**config.mk**
```make
export PLATFORM = sky130hd
export DESIGN_NAME = voice_pitch_scheduler
export DESIGN_NICKNAME = d
export VERILOG_FILES = /design/src/rtl/voice_pitch_pkg.sv /design/src/rtl/rr_arbiter.sv /design/src/rtl/voice_pitch_scheduler.sv
export SDC_FILE = /design/constraint.sdc
export NUM_CORES = 1
export LEC_CHECK = 0
export ABC_AREA = 1
export CAP_MARGIN = 20
export CELL_PAD_IN_SITES_DETAIL_PLACEMENT = 0
export CELL_PAD_IN_SITES_GLOBAL_PLACEMENT = 1
export CORE_MARGIN = 1.5
export CORE_UTILIZATION = 42
export DETAILED_ROUTE_END_ITERATION = 16
export PLACE_DENSITY_LB_ADDON = 0.1
export SLEW_MARGIN = 20
export SYNTH_ARGS = -nofsm -noshare
export SYNTH_HDL_FRONTEND = slang
export SYNTH_HIERARCHICAL = 1
export SYNTH_SLANG_ARGS = --single-unit
```
**constraint.sdc**
```tcl
create_clock -name clk -period 3.2 [get_ports clk]
set_clock_uncertainty 0.1 [all_clocks]
set_input_delay 0.64 -clock clk [delete_from_list [all_inputs] [get_ports clk]]
set_output_delay 0.64 -clock clk [all_outputs]
set_load 0.005 [all_outputs]
```
**src/rtl/voice_pitch_pkg.sv**
```systemverilog
// Shared widths, the lookup FSM state type and the default voice count
// for the voice pitch scheduler.
package voice_pitch_pkg;

    localparam int NOTE_W             = 7;
    localparam int INC_W              = 16;
    localparam int DEFAULT_NUM_VOICES = 4;

    typedef enum logic [1:0] {
        IDLE    = 2'd0,
        LOOKUP  = 2'd1,
        CAPTURE = 2'd2
    } state_e;

endpackage

```
**src/rtl/rr_arbiter.sv**
```systemverilog
// Round-robin picker over N request lines. The grant is the first request at
// or after the pointer. The pointer moves past the grant only when advance is high.
module rr_arbiter #(
    parameter int N  = 4,
    parameter int GW = $clog2(N)
) (
    input  logic          clk,
    input  logic          reset,
    input  logic [N-1:0]  req,
    input  logic          advance,
    output logic [GW-1:0] grant
);

    logic [GW-1:0] ptr_q;
    logic [GW-1:0] ptr_d;
    logic [GW-1:0] idx;
    logic          found;

    always_comb begin
        grant = ptr_q;
        found = 1'b0;
        idx   = '0;
        for (int i = 0; i < N; i++) begin
            idx = GW'((32'(ptr_q) + 32'(i)) % 32'(N));
            if (!found && req[idx]) begin
                grant = idx;
                found = 1'b1;
            end
        end
    end

    always_comb begin
        ptr_d = ptr_q;
        if (advance) begin
            ptr_d = (32'(grant) == 32'(N - 1)) ? '0 : GW'(grant + 1'b1);
        end
    end

    always_ff @(posedge clk) begin
        if (reset) begin
            ptr_q <= '0;
        end else begin
            ptr_q <= ptr_d;
        end
    end

endmodule

```
**src/rtl/voice_pitch_scheduler.sv**
```systemverilog
// Time-shares one external note-to-increment ROM between NUM_VOICES voices.
// Each lookup takes two cycles. A voice rewritten while its lookup is in flight has that result discarded.
module voice_pitch_scheduler
    import voice_pitch_pkg::*;
#(
    parameter int NUM_VOICES = DEFAULT_NUM_VOICES,
    parameter int VW         = $clog2(NUM_VOICES)
) (
    input  logic                        clk,
    input  logic                        reset,
    input  logic                        note_we,
    input  logic [VW-1:0]               note_voice,
    input  logic [NOTE_W-1:0]           note_val,
    output logic [NOTE_W-1:0]           rom_note,
    input  logic [INC_W-1:0]            rom_increment,
    output logic [NUM_VOICES*INC_W-1:0] voice_inc,
    output logic [NUM_VOICES-1:0]       inc_update,
    output logic                        busy
);

    localparam int SW = $clog2(NUM_VOICES);

    state_e                  state_q, state_d;
    logic [NUM_VOICES-1:0]   pending_q, pending_d;
    logic [NUM_VOICES-1:0]   wr_hit;
    logic [NUM_VOICES-1:0]   clr;
    logic [NUM_VOICES-1:0]   inc_update_q, inc_update_d;
    logic [NOTE_W-1:0]       notes_q [NUM_VOICES];
    logic [INC_W-1:0]        inc_q [NUM_VOICES];
    logic [SW-1:0]           sel_q, sel_d;
    logic [SW-1:0]           grant;
    logic [NOTE_W-1:0]       rom_note_q, rom_note_d;
    logic                    abort_q, abort_d;
    logic                    load;
    logic                    capture;

    // Decode the write port; voices at or beyond NUM_VOICES never match.
    always_comb begin
        wr_hit = '0;
        for (int v = 0; v < NUM_VOICES; v++) begin
            wr_hit[v] = note_we && (32'(note_voice) == 32'(v));
        end
    end

    rr_arbiter #(
        .N  (NUM_VOICES),
        .GW (SW)
    ) u_rr (
        .clk     (clk),
        .reset   (reset),
        .req     (pending_q),
        .advance (load),
        .grant   (grant)
    );

    always_comb begin
        state_d    = state_q;
        load       = 1'b0;
        capture    = 1'b0;
        abort_d    = abort_q;
        sel_d      = sel_q;
        rom_note_d = rom_note_q;
        case (state_q)
            IDLE: begin
                if (|pending_q) begin
                    load    = 1'b1;
                    state_d = LOOKUP;
                end
            end
            LOOKUP: begin
                state_d = CAPTURE;
                abort_d = abort_q | wr_hit[sel_q];
            end
            CAPTURE: begin
                capture = !abort_q && !wr_hit[sel_q];
                if (|pending_q) begin
                    load    = 1'b1;
                    state_d = LOOKUP;
                end else begin
                    state_d = IDLE;
                end
            end
            default: state_d = IDLE;
        endcase
        // A write landing on the load edge changes the note after it was read, so that lookup is stale too.
        if (load) begin
            sel_d      = grant;
            rom_note_d = notes_q[grant];
            abort_d    = wr_hit[grant];
        end
    end

    always_comb begin
        clr = '0;
        if (load) begin
            clr[grant] = 1'b1;
        end
        pending_d = (pending_q & ~clr) | wr_hit;
    end

    always_comb begin
        inc_update_d = '0;
        if (capture) begin
            inc_update_d[sel_q] = 1'b1;
        end
    end

    always_ff @(posedge clk) begin
        if (reset) begin
            state_q      <= IDLE;
            pending_q    <= '0;
            sel_q        <= '0;
            abort_q      <= 1'b0;
            rom_note_q   <= '0;
            inc_update_q <= '0;
            for (int v = 0; v < NUM_VOICES; v++) begin
                notes_q[v] <= '0;
                inc_q[v]   <= '0;
            end
        end else begin
            state_q      <= state_d;
            pending_q    <= pending_d;
            sel_q        <= sel_d;
            abort_q      <= abort_d;
            rom_note_q   <= rom_note_d;
            inc_update_q <= inc_update_d;
            for (int v = 0; v < NUM_VOICES; v++) begin
                if (wr_hit[v]) begin
                    notes_q[v] <= note_val;
                end
            end
            if (capture) begin
                inc_q[sel_q] <= rom_increment;
            end
        end
    end

    for (genvar g = 0; g < NUM_VOICES; g++) begin : g_inc
        assign voice_inc[g*INC_W +: INC_W] = inc_q[g];
    end

    assign rom_note   = rom_note_q;
    assign inc_update = inc_update_q;
    assign busy       = (|pending_q) | (state_q != IDLE);

endmodule

```
==> results of run 1 <==
[logic make-up (layout without fill, tap and decap cells)]
group                  Yosys count  in the layout  share of synthesized area [%]
and+or+nand+nor                230            230                           21.6
buffers and inverters           67            204                           5.98
AOI/OAI and AO/OA               43             43                           5.22
DFF                            114            114                           67.2
[cells in the final DEF, fill, tap and decap left out, types with 11 or more instances in the layout]
cell / n
nand2_2: 11
a21oi_1: 16
clkdlybuf4s50_1: 103
edfxtp_1: 92
inv_1: 50
nor2_1: 109
o21ai_0: 11
dfxtp_1: 22
nand3_1: 19
nand2_1: 78
clkbuf_16: 17
buf_4: 12
[layout make-up]
class                   count  area (µm²)
fillers                   954        4390
flip-flops and latches    114        3200
clock inverters            12         116
clock buffers              20         437
well taps                 140         175
multi-input cells         273        1280
repair buffers            115        1120
inverters                  57         214
[through the flow]
step                total power (µW)  hold slack, ns  cells
floorplan                       2160           0.323    454
global placement                2440           0.334    699
detailed placement              2450           0.345    699
CTS                             4200           0.353    731
global route                    4340           0.371    731
finish                          4170           0.355    731
[cell usage after synthesis]
cell type | instances | area, µm²
a21oi_1 | 16 | 80.1
inv_2 | 7 | 26.3
nand3_4 | 1 | 17.5
nor2_1 | 109 | 409
nor2_8 | 1 | 20.0
dfxtp_1 | 22 | 440
edfxtp_1 | 92 | 2760
a31oi_1 | 5 | 31.3
inv_1 | 50 | 188
nand2_2 | 11 | 68.8
nor3_1 | 1 | 5.00
nand4_4 | 3 | 63.8
buf_4 | 1 | 7.51
o21ai_0 | 11 | 55.1
clkbuf_1 | 5 | 18.8
nand3_2 | 1 | 10.0
nor2_2 | 3 | 18.8
buf_6 | 4 | 45.0
o31ai_1 | 1 | 7.51
nand3_1 | 19 | 95.1
nand2_1 | 78 | 293
a22oi_1 | 10 | 75.1
nand4_1 | 2 | 12.5
nor3_4 | 1 | 16.3
[worst min-delay path by stage]
| stage | slack (ns) | to | depth (start not counted) |
|---|---|---|---|
| 2_1_floorplan | 0.32 | state_q[1] | 1 |
| 3_5_place_dp | 0.35 | state_q[1] | 1 |
| 4_1_cts | 0.35 | state_q[1] | 1 |
| 5_1_grt | 0.37 | state_q[1] | 1 |
| 3_3_place_gp | 0.33 | state_q[1] | 1 |
| 6_report | 0.35 | state_q[1] | 1 |
[power groups by stage]
stage | sequential [µW] | combinational (µW) | clock [µW]
floorplan | 1780 | 376 | 0
global placement | 1790 | 647 | 0
detailed placement | 1790 | 658 | 0
CTS | 1760 | 661 | 1780
global route | 1770 | 737 | 1840
finish | 1760 | 653 | 1760
[sequential cells by signal, summed over array words and instances, names as in the netlist]
signal / count
abort_q: 1
inc_update: 4
u_rr/ptr_q: 2
state_q: 2
notes_q: 28
sel_q: 2
inc_q: 64
rom_note: 7
pending_q: 4
[worst reg2reg max path, delay by kind of cell (launching register included)]
kind                   cells  cell delay, ns
buffers and inverters      3            0.32
AND/OR/NAND/NOR           13            1.68
flip-flops                 1            0.50
[layer usage]
metal  track usage (%)  vias to the layer above  wire length (µm)
li1                  -                     1755                 -
met1              23.9                     1625              4560
met2              33.5                      135              5550
met3              4.80                       16               826
met4              8.07                        0               122
met5                 0                        -                 0
==> reports/results.ini, run 1 <==
[final_layout]
final_core_util_pct=59.9
area_delta_synth_final_pct=37.3
fin_area_mm2=0.00655
drive_above_1_share_pct=11.2
layout.nets=606
n_antenna_cell=0

[logic_synthesis]
syn_area_mm2=0.00477
synth_cell_type_count=24
synth_seq_area_share_pct=67.2
synthCells=454
synth-seq-cells=114
yosys_warnings=6
synth.avg_cell_area_um2=10.5
syn_nets=482

[power]
sw_frac_of_total_pct=25.8
seqPwrFrac_pct=42.2
power.share.combinational_pct=15.7
p_leak_uw=0.00271
p_switching_uw=1080
internal-power_uw=3100
clockPowerShare_pct=42.1
power_density_mw_per_mm2=637
peakVddDrop_mv=0.297

[floorplanning]
io_pins=104
die_area_mm2=0.0120
rows=38
core_area_mm2=0.0109
initial_core_util_pct=43.6
chipWidth_um=110
die_y_um=110

[sta]
maxSlewHeadroom_pct=59.1
setup_viol=0
report.final.slew_viol_count=0
fin_tns_setup_ns=0
max_freq_ghz=0.376
tightest_slew_ns=0.611
finalCriticalPeriod_ns=2.66
rsz0062_at_grt=false
hold_viol_final=0
setup_slack_ns=0.539
fin_crit_sh_pct=83.2

[detailed_routing]
wl_um=11100
dr_total_vias=3531
drt_pass1_iterations=5
vias_per_cell=4.83
antenna_left=0
post_drt_wl_per_cell_um=15.1
first_iter_violations=158
drc=0

[clock_tree]
holdBufCountCts=0
post_cts_resized=0
clk_pin_slew_ns=0.05
numCtsBuffers=17
cts_buffer_depth=2
clk_latency_ns=0.41
post_cts_buffers=0
cts_tree=yes
htree_num_levels=4
clock-sinks=114
cts_root_buf=clkbuf_16

[worst_setup_path]
rr_worst_depth=16
cp_max_fo=10
path_delay_family=simple AND/OR/NAND/NOR gates
regToRegEndpoint=abort_q
path_common_cell=nand3_1
worstSetupPathType=reg2reg
path_depth=16
regToRegSetupSlack_ns=0.54
critPathArrivalTime_ns=2.91
reg2reg_from=u_rr/ptr_q[0]
cp.required_ns=3.45
crit_chain=inv_2, nand2_1, nand3_1, nand2_2, nand3_2, nand3_1, nand3_1, nand2_1, inv_1, nor2_1, nand3_1, nand3_1, nor2_1, nor2_1, nand2_1, inv_1
worst_setup_path_start_kind=flop
crit_path_end_kind=flop
slowest_delay_ns=0.51
slowest_stage=nor2_1
startpoint=u_rr/ptr_q[0]
crit_end=abort_q
path_buf_inv=3

[run]
max-cap-violations=0

[placement]
dp.final_hpwl_um=7550
io_buffer_count=103
dpl_cell_area_mm2=0.00599
pre_cts_ws_ns=0.446
place.gp.congestion=0.829

[worst_hold_path]
hold_start=state_q[1]
hp-class=reg2reg

[grt]
grt_pass1_vias=3424
antenna_found_initial=0
grt_max_degree=28
grt-ovfl-total=0
grt_usage_pct=19.7
grt_pass1_wl_um=17100

[run_status]
status=complete, no violations

Note: power is estimated with default switching activity, not from simulation.
==> run 2: changes to the inputs <==
Settings changed: CORE_UTILIZATION 42 to 35.
Clock period 3.2 ns to 2.3 ns, I/O delays scaled along.
==> reports/results.ini, run 2 (synthesized netlist as in run 1, its figures left out) <==
[detailed_routing]
dr_wl_met3_um=575
wl_met2_um=5020
antenna_left=0
drc=0
post_drt_wl_per_cell_um=13.4
drt_pass1_iterations=5
drt-met1-wl_um=4830
dr_total_vias=3534
first_iter_violations=184
top_layer=met4
vias_per_cell=4.47
wl_um=10600

[placement]
dp.final_hpwl_um=7840
place.gp.congestion=0.804
io_buffer_count=103
dpl_cell_area_mm2=0.00625

[worst_hold_path]
whs_endpoint=state_q[1]
hp-class=reg2reg
hold_depth=1
hold_start=state_q[1]

[sta]
rsz0062_at_grt=false
setup_viol=0
tightest_slew_ns=0.993
holdWs_ns=0.360
fin_tns_setup_ns=0
report.final.slew_viol_count=0
finalCriticalPeriod_ns=2.13
maxSlewHeadroom_pct=33.2
fin_crit_sh_pct=92.7
hold_viol_final=0
max_freq_ghz=0.469

[worst_setup_path]
regToRegEndpoint=rom_note[1]
reg2reg_from=u_rr/ptr_q[0]
worst_setup_path_start_kind=flop
critPathArrivalTime_ns=1.57
cp_max_fo=5
regToRegSetupSlack_ns=0.18
cp.required_ns=1.74
worstSetupPathType=reg2out
rr_worst_depth=14
crit_path_end_kind=primary output

[floorplanning]
core_area_mm2=0.0132
rows=42
chipWidth_um=120
die_y_um=120
die_area_mm2=0.0143
initial_core_util_pct=36.0
io_pins=104

[clock_tree]
clock-sinks=114
clk_pin_slew_ns=0.05
cts_root_buf=clkbuf_16
cts_buffer_depth=2
cts_tree=yes
clk_latency_ns=0.41
numCtsBuffers=17
htree_num_levels=4
holdBufCountCts=0

[final_layout]
layout.nets=629
final_common_cell=nor2_1
area_delta_synth_final_pct=45.2
fin_area_mm2=0.00692
n_antenna_cell=0
largest-register=inc_q
final_core_util_pct=52.3
final_cell_mix=nor2_1 (109), clkdlybuf4s50_1 (103), edfxtp_1 (92), nand2_1 (77), inv_1 (48)
largest_register_ffs=64
drive_above_1_share_pct=16.4

[grt]
grt_max_degree=22
grt_pass1_wl_um=16800
grt_usage_pct=15.7
antenna_found_initial=0
grt-ovfl-total=0
grt_pass1_vias=3229

[power]
power_density_mw_per_mm2=903
internal-power_uw=4680
clockPowerShare_pct=44.1
power.share.combinational_pct=16.7
seqPwrFrac_pct=39.2
sw_frac_of_total_pct=25.2
peakVddDrop_mv=0.383
p_leak_uw=0.00289
p_switching_uw=1570
finalPower_uw=6250

[run_status]
status=complete, no violations

[run]
max-cap-violations=0

==> run 2: power groups by stage <==
stage               clock [µW]  combinational, µW  sequential, µW
detailed placement           0               1000            2490
finish                    2760               1040            2450
global route              2900               1150            2470
global placement             0                998            2490
floorplan                    0                524            2480
CTS                       2800               1010            2450
==> run 2: final cells by class <==
cell class / count / area (µm²)
Timing Repair Buffer: 138 / 1360
Clock buffer: 19 / 443
Sequential cell: 114 / 3210
Inverter: 57 / 219
Clock inverter: 13 / 184
Multi-Input combinational cell: 273 / 1290
Fill cell: 1208 / 6320
Tap cell: 176 / 220
==> run 2: routing by layer <==
layer / vias to the layer above / global-route usage [%]
li1: 1807 / -
met1: 1601 / 19.8
met2: 108 / 25.0
met3: 18 / 4.94
met4: 0 / 6.55
met5: - / 0
==> run 2: how the worst max path moves through the flow <==
stage | to | startpoint | slack, ns
after global placement | inc_q[2][9] | note_voice[1] | -0.1
after detailed placement | inc_q[2][12] | note_voice[1] | -0.12
after floorplan | inc_q[0][0] | note_voice[1] | 0.14
after global routing | rom_note[6] | u_rr/ptr_q[0] | 0.007
after CTS | rom_note[6] | u_rr/ptr_q[0] | 0.01
final | busy | pending_q[1] | 0.17
==> run 2: critical path, cell delays in order (launching register included) <==
cell and delay, ns:
dfxtp_1 0.43, nor2_1 0.10, nand4_1 0.12, clkdlybuf4s50_1 0.51
==> run 2: timing repair <==
item,in CTS,in global routing
buffers inserted,0,3
setup endpoints to repair,5,10
gates resized for setup,1,9
==> run 2: per-stage QoR <==
| stage | worst slack, ns | instances |
|---|---|---|
| after floorplan | 0.142 | 454 |
| after global placement | -0.0994 | 755 |
| after detailed placement | -0.122 | 755 |
| after CTS | 0.0139 | 787 |
| after global routing | 0.00657 | 790 |
| final | 0.168 | 790 |
